File: src/rtl/lsu_pkg.sv
// Shared types and helpers for the load/store unit.
package lsu_pkg;

  typedef enum logic [2:0] {
    IDLE,
    ACCESS,
    RMW_RD,
    RMW_WR,
    RESP
  } lsu_state_e;

  localparam logic [31:0] ALIGN_MASK = 32'hFFFF_FFFC;

  // Byte lane within the addressed word.
  function automatic logic [1:0] lane_sel(input logic [31:0] addr);
    return 2'(addr & ~ALIGN_MASK);
  endfunction

endpackage

File: src/rtl/byte_lane_unit.sv
// Combinational byte-lane helpers: merge a byte into a word, extract a
// zero-extended byte, and rotate a word right by whole bytes.
module byte_lane_unit (
  input  logic [31:0] word_in,
  input  logic [1:0]  lane,
  input  logic [7:0]  byte_in,
  output logic [31:0] merged,
  output logic [31:0] extracted,
  output logic [31:0] rotated
);

  // Lane-indexed merge, extract and rotate.
  always_comb begin
    merged    = word_in;
    extracted = '0;
    rotated   = word_in;
    case (lane)
      2'd0: begin
        merged[7:0]    = byte_in;
        extracted[7:0] = word_in[7:0];
        rotated        = word_in;
      end
      2'd1: begin
        merged[15:8]   = byte_in;
        extracted[7:0] = word_in[15:8];
        rotated        = {word_in[7:0], word_in[31:8]};
      end
      2'd2: begin
        merged[23:16]  = byte_in;
        extracted[7:0] = word_in[23:16];
        rotated        = {word_in[15:0], word_in[31:16]};
      end
      default: begin
        merged[31:24]  = byte_in;
        extracted[7:0] = word_in[31:24];
        rotated        = {word_in[23:0], word_in[31:24]};
      end
    endcase
  end

endmodule

File: src/rtl/load_store_unit.sv
// Load/store unit between the execute stage and a word-wide memory with
// combinational read. Byte stores use read-modify-write.
// Optional macro ALIGN_FAULT_EN: misaligned word accesses fault instead of
// using rotated loads / unrotated stores.
module load_store_unit
  import lsu_pkg::*;
#(
  parameter int unsigned MEM_BYTES = 1024
) (
  input  logic        clk,
  input  logic        mem_reset_n,
  input  logic        cpu_valid,
  output logic        cpu_ready,
  input  logic        cpu_write,
  input  logic        cpu_byte,
  input  logic [31:0] cpu_addr,
  input  logic [31:0] cpu_wdata,
  output logic        cpu_done,
  output logic        cpu_fault,
  output logic [31:0] cpu_rdata,
  output logic [31:0] mem_address,
  output logic        mem_write_en,
  output logic [31:0] mem_write_data,
  input  logic [31:0] mem_read_data
);

  lsu_state_e  state_q, state_d;
  logic [31:0] addr_q, addr_d;
  logic [31:0] wdata_q, wdata_d;
  logic        write_q, write_d;
  logic        byte_q, byte_d;
  logic        fault_q, fault_d;
  logic [31:0] rdata_q, rdata_d;
  logic [31:0] word_q, word_d;

  logic        range_err;
  logic        align_err;
  logic [31:0] lane_word;
  logic [31:0] merged, extracted, rotated;

  assign range_err = cpu_addr > 32'(MEM_BYTES - 4);
`ifdef ALIGN_FAULT_EN
  assign align_err = !cpu_byte && (lane_sel(cpu_addr) != 2'd0);
`else
  assign align_err = 1'b0;
`endif

  // Merge operates on the latched word; load shaping on live read data.
  assign lane_word = (state_q == RMW_WR) ? word_q : mem_read_data;

  byte_lane_unit u_lane (
    .word_in   (lane_word),
    .lane      (lane_sel(addr_q)),
    .byte_in   (wdata_q[7:0]),
    .merged    (merged),
    .extracted (extracted),
    .rotated   (rotated)
  );

  // State register and captured request fields.
  always_ff @(posedge clk or negedge mem_reset_n) begin
    if (!mem_reset_n) begin
      state_q <= IDLE;
      addr_q  <= '0;
      wdata_q <= '0;
      write_q <= 1'b0;
      byte_q  <= 1'b0;
      fault_q <= 1'b0;
      rdata_q <= '0;
      word_q  <= '0;
    end else begin
      state_q <= state_d;
      addr_q  <= addr_d;
      wdata_q <= wdata_d;
      write_q <= write_d;
      byte_q  <= byte_d;
      fault_q <= fault_d;
      rdata_q <= rdata_d;
      word_q  <= word_d;
    end
  end

  // Next-state sequencing, request capture and load-result update.
  always_comb begin
    state_d = state_q;
    addr_d  = addr_q;
    wdata_d = wdata_q;
    write_d = write_q;
    byte_d  = byte_q;
    fault_d = fault_q;
    rdata_d = rdata_q;
    word_d  = word_q;
    case (state_q)
      IDLE: begin
        if (cpu_valid) begin
          addr_d  = cpu_addr;
          wdata_d = cpu_wdata;
          write_d = cpu_write;
          byte_d  = cpu_byte;
          fault_d = range_err || align_err;
          if (range_err || align_err)  state_d = RESP;
          else if (cpu_write && cpu_byte) state_d = RMW_RD;
          else                         state_d = ACCESS;
        end
      end
      ACCESS: begin
        if (!write_q) rdata_d = byte_q ? extracted : rotated;
        state_d = RESP;
      end
      RMW_RD: begin
        word_d  = mem_read_data;
        state_d = RMW_WR;
      end
      RMW_WR:  state_d = RESP;
      RESP:    state_d = IDLE;
      default: state_d = IDLE;
    endcase
  end

  // Memory port and response outputs decoded from the current state.
  always_comb begin
    mem_address    = '0;
    mem_write_en   = 1'b0;
    mem_write_data = '0;
    case (state_q)
      ACCESS: begin
        mem_address = addr_q & ALIGN_MASK;
        if (write_q) begin
          mem_write_en   = 1'b1;
          mem_write_data = wdata_q;
        end
      end
      RMW_RD: mem_address = addr_q & ALIGN_MASK;
      RMW_WR: begin
        mem_address    = addr_q & ALIGN_MASK;
        mem_write_en   = 1'b1;
        mem_write_data = merged;
      end
      default: ;
    endcase
  end

  assign cpu_ready = (state_q == IDLE);
  assign cpu_done  = (state_q == RESP);
  assign cpu_fault = (state_q == RESP) && fault_q;
  assign cpu_rdata = rdata_q;

endmodule

File: config.mk
export PLATFORM = sky130hd
export DESIGN_NAME = load_store_unit
export DESIGN_NICKNAME = d
export VERILOG_FILES = /design/src/rtl/lsu_pkg.sv /design/src/rtl/byte_lane_unit.sv /design/src/rtl/load_store_unit.sv
export SDC_FILE = /design/constraint.sdc
export NUM_CORES = 1
export LEC_CHECK = 0
export BUFFER_PORTS_ARGS = -buffer_cell sky130_fd_sc_hd__buf_2
export CAP_MARGIN = 20
export CELL_PAD_IN_SITES_DETAIL_PLACEMENT = 1
export CELL_PAD_IN_SITES_GLOBAL_PLACEMENT = 2
export CORE_ASPECT_RATIO = 1.75
export CORE_UTILIZATION = 30
export DETAILED_ROUTE_END_ITERATION = 16
export PLACE_DENSITY_LB_ADDON = 0.2
export SLEW_MARGIN = 15
export SYNTH_ARGS = -nofsm -noshare
export SYNTH_HDL_FRONTEND = slang
export SYNTH_SLANG_ARGS = --single-unit
File: constraint.sdc
create_clock -name clk -period 1.8 [get_ports clk]
set_input_delay 0.36 -clock clk [delete_from_list [all_inputs] [get_ports clk]]
set_output_delay 0.36 -clock clk [all_outputs]
set_load 0.01 [all_outputs]
# Word level (Yosys, flattened, before mapping)
# Index checks and enable logic that the tools add are counted.
# word_totals
register_bits	134
output_inout_bits	100
wordCells	43
# classes
order_cmp	1
n_eq_ne	7
n_mux	17
bitwise_logic	1
reduce_logical	9
# op_table
operator	n
two-way mux 32 bit	4
case mux 32 bit (3 select lines)	1
case mux 32 bit (2 select lines)	1
> comparator 32 x 10 -> 1 bit, second input constant	1
two-way mux 8 bit	4
case mux 8 bit (3 select lines)	1
case mux 3 bit (3 select lines)	1
equality test 3 x 2 -> 1 bit, second input constant	2
two-way mux 3 bit	2
OR reduction 3 bit	2
AND reduction 2 bit	2
equality test 3 x 1 -> 1 bit, second input constant	1
equality test 3 bit, second input constant	1
zero test 3 bit	1
equality test 2 x 1 -> 1 bit, second input constant	1
equality test 2 bit, second input constant	1
logical AND 1 bit	2
zero test 2 bit	1
two-way mux 2 bit	1
!= test 2 bit, second input constant	1
case mux 1 bit (2 select lines)	1
OR reduction 2 bit	1
two-way mux 1 bit	1
NOT 1 bit	1

# Depth between registers and ports, before layout
# depth
ltp_word	5
mapped_depth	8

# By module
# Synthesis repeated with hierarchy kept, for this count alone.
# unflattened
hier_cells	602
hier_area_um2	7795.0
# modules_own_cells
mod	instances	cells_each	area_per_inst_um2	seq_area_each_um2
load_store_unit	1	491	6314.8	3353.2
byte_lane_unit	1	111	1480.2	0.0

# Worst setup path before layout
# OpenSTA, ideal clock, no wires.
# synth_timing
path_kind	register to output
start	register state_q[0]
end	output port mem_write_data[0]
arrival_ns	1.639
t_required_ns	1.440
setup_slack_ns	-0.199
stages_incl_launch_ff	8
path_buffers	4
cell_sequence	dfrtp_1 buf_4 nand3b_4 buf_6 buf_4 buf_2 nor2_1 a22o_1
# synth_between
elab_chain_len	4
# synth_rtl
element	line_no	source
from (decl)	load_store_unit.sv:27	lsu_state_e state_q, state_d;
from (signal assigned)	load_store_unit.sv:72	state_q <= state_d;
equality test 3 x 2 -> 1 bit	load_store_unit.sv:49, load_store_unit.sv:125	
two-way mux 32 bit	load_store_unit.sv:49	assign lane_word = (state_q == RMW_WR) ? word_q : mem_read_data;
two-way mux 8 bit	byte_lane_unit.sv:17	case (lane)
case mux 32 bit (2 select lines) *	load_store_unit.sv:125	case (state_q)
to (decl)	load_store_unit.sv:23	output logic [31:0] mem_write_data,
# Every way passes the cells marked *; elsewhere a longest branch is shown, timed or not.

# Final worst setup path
# layout_timing
start	register state_q[1]
end	output port mem_write_data[4]
# Same word-level chain as after synthesis.

==> impl_metrics.tcl <==
set metrics [dict create \
    status "complete, but fails checks" \
    violations "negative setup slack" \
    wl_per_cell_um 23.0 \
    cts_root_buf "clkbuf_16" \
    gp_congestion 0.838 \
    die-area_mm2 0.0248 \
    p_total_uw 8420 \
    first_pass_iters 5 \
    hold_path_end "wdata_q[4]" \
    drc 0 \
    fin_util_pct 47.3 \
    final-setup-viol-count 167 \
    antenna_found_initial 3 \
    drtIter0Drc 226 \
    n_fill_cell 2557 \
    cts_max_path_buffers 2 \
    ys_async_sr_fraction_pct 100 \
    die_w_um 120 \
    finalWorstSetupSlack_ns -0.506 \
    synth_top_flop_cell "dfrtp_1" \
    synth_seq_cells 134 \
    ff_latch_area_mm2 0.00336 \
    start_util_pct 30.8 \
    hold_start "cpu_wdata[4]" \
    syn_inst 624 \
    cts_sinks 134 \
    reg2regPathDepth 9 \
    drive_gt1_share_pct 59.1 \
    tritoncts "yes" \
    grt.total_usage_pct 23.2 \
    final.setup.tns_ns -55.69 \
    grt_start_max_net_pins 42 \
    hold_viol 0 \
    netlist-cell-type-count 53 \
    p_leak_uw 0.00542 \
    maxCapViolCount 0 \
    fin_crit_sh_pct 128 \
    hp-class "in2reg" \
    htreeDepth 4 \
    r2r_start "state_q[0]" \
    clock_skew_ns 0.00628 \
    fin_nets 1016 \
    synth_edf_count 0 \
    rsz0062_at_grt "yes" \
    clk_pin_slew_ns 0.06 \
    grt_overflow 0 \
    grt_pass1_vias 7112 \
    die_h_um 208 \
    multi_input_area_mm2 0.00427 \
    io_buffers 198 \
    vias_per_cell 5.15 \
    numCtsBuffers 17 \
    syn_area_mm2 0.00725 \
    syn_to_final_growth_pct 53.4 \
    critPathRequiredTime_ns 1.44 \
    avgSynthCellArea_um2 11.6 \
    wl_um 28400 \
    ys_seq_area_share_pct 46.2 \
    yosysWarnings 0 \
    dp_hpwl_um 20200 \
    grt_pass1_wl_um 43000 \
    powerDensity_mw_per_mm2 757 \
    worst-r2r-setup-slack_ns -0.38 \
    io_pins 201 \
    path_class "reg2out" \
    drv_slew 0 \
    vdd_drop_max_v 0.000616 \
    endpoint_kind "output port" \
    startpoint_type "flip-flop" \
    rr_endpoint "state_q[1]" \
    arrival_ns 1.95 \
    dr_total_vias 6348 \
    clock_latency_ns 0.44 \
    max_freq_mhz 434 \
    core_area_mm2 0.0235 \
    rows 74 \
    period_needed_ns 2.31 \
    cp_max_fo 5 \
    worstHoldPathCells 2 \
    antenna_left 0 \
]
-- timing repair --
item,in CTS,in global routing
hold buffers,1,0
hold endpoints to repair,25,0
buffers inserted,28,13
pin swaps,30,29
endpoints found under the setup margin,152,167
cloned,8,3
gates resized for setup,155,106
-- placed cells by master, fill, tap and decap left out, types with 4 or more instances in the layout --
cell type | synthesis | layout
buf_8 | 0 | 4
a211o_1 | 8 | 8
nor2_4 | 0 | 8
a32o_1 | 4 | 4
inv_1 | 6 | 6
and2_1 | 38 | 34
clkbuf_16 | 0 | 19
o21ai_0 | 35 | 4
buf_16 | 0 | 7
buf_6 | 4 | 43
buf_4 | 6 | 56
buf_12 | 0 | 18
mux2i_1 | 29 | 25
o2111ai_1 | 5 | 4
clkinv_2 | 0 | 5
dfrtp_1 | 134 | 132
mux2_2 | 101 | 35
o21ai_2 | 0 | 10
o41ai_2 | 6 | 7
mux4_2 | 18 | 18
buf_2 | 13 | 187
nand2_1 | 64 | 61
nor3_1 | 5 | 4
nand3_1 | 14 | 13
a21oi_2 | 0 | 7
nand2b_4 | 0 | 5
and4b_1 | 8 | 8
and2_4 | 0 | 4
o21ai_1 | 2 | 23
nor4_1 | 6 | 6
mux2_4 | 0 | 66
nor2_1 | 17 | 9
a22o_1 | 8 | 7
a22oi_2 | 0 | 6
-- where the power goes --
group | internal [uW] | switching (uW) | total [uW]
sequential | 3240 | 187 | 3420
clock | 2130 | 1350 | 3480
combinational | 817 | 699 | 1520
-- kinds of logic after synthesis --
family	Yosys count	synth area share [%]
simple gates	179	13.6
other cells	1	0.0517
flops	134	46.2
buf+inv	54	3.74
mux	148	25.3
compound gates	108	11.0
-- metal layers --
layer	track usage (%)	up-vias	share of wire [%]
met5	0	-	0.084
li1	-	2884	-
met1	24.7	3233	36
met4	10.2	4	2.5
met3	6.04	42	5.1
met2	42.4	185	56
-- through the flow --
stage               cells  setup WS, ns  hold WS (ns)  area [um2]
floorplan             625       0.00921        0.0644        7280
global placement     1155        -0.158         0.262        9110
detailed placement   1155        -0.184         0.267        9110
CTS                  1224        -0.519         0.127       10600
global route         1232        -0.599         0.128       11100
finish               1233        -0.506         0.148       11100
-- how the worst max path moves through the flow --
stage,start,end,slack [ns],cells past startpoint
floorplan,state_q[1],cpu_rdata[10],0.009,6
global placement,cpu_addr[12],fault_q,-0.16,6
detailed placement,cpu_addr[12],fault_q,-0.18,6
CTS,state_q[0],mem_write_data[1],-0.52,6
global route,state_q[2],mem_write_data[1],-0.60,6
finish,state_q[1],mem_write_data[4],-0.51,8
-- flip-flops by register name, summed over array words and instances, names as in the netlist --
register / cells
addr_q: 32
byte_q: 1
cpu_rdata: 32
fault_q: 1
state_q: 3
wdata_q: 32
word_q: 32
write_q: 1
-- cells in the mapped netlist (all sizes together) (2+ instances only) --
master,count,area (um2)
nor3b,2,25.0
a32o,4,40.0
inv,6,22.5
a22o,8,70.1
o2111ai,5,43.8
a222oi,3,30.0
mux2i,29,290
nand3,14,70.1
a211oi,3,22.5
o2bb2ai,4,35.0
mux2,101,1140
nor2b,4,25.0
o41ai,8,115
a21oi,9,45.0
a211o,8,70.1
nor4,6,37.5
nand2b,5,31.3
nor2,20,82.6
o21ai,37,185
o31ai,6,45.0
buf,26,166
mux4,18,405
and2,38,238
dfrtp,134,3350
and4b,8,80.1
nand2,64,240
a22oi,8,60.1
clkbuf,21,78.8
nand4,2,12.5
nor3,7,45.0
-- worst max-delay path, cell delays in order, from the launching register on --
cell and delay (ns):
dfrtp_2 0.44, buf_4 0.15, buf_6 0.11, nand3b_4 0.10, buf_12 0.14, nor2_4 0.05, buf_12 0.12, a22o_1 0.25
buf_2 0.15
-- final cells by class --
cell class	count	share of cell area, %
antenna	1	0.0225
clock buffer	23	4.30
clock inverter	9	0.900
inverter	7	0.236
multi-input combinational	437	38.4
sequential	134	30.2
tap	304	3.42
timing repair buffer	318	22.6
No activity file was read; power rests on OpenSTA's default activity.
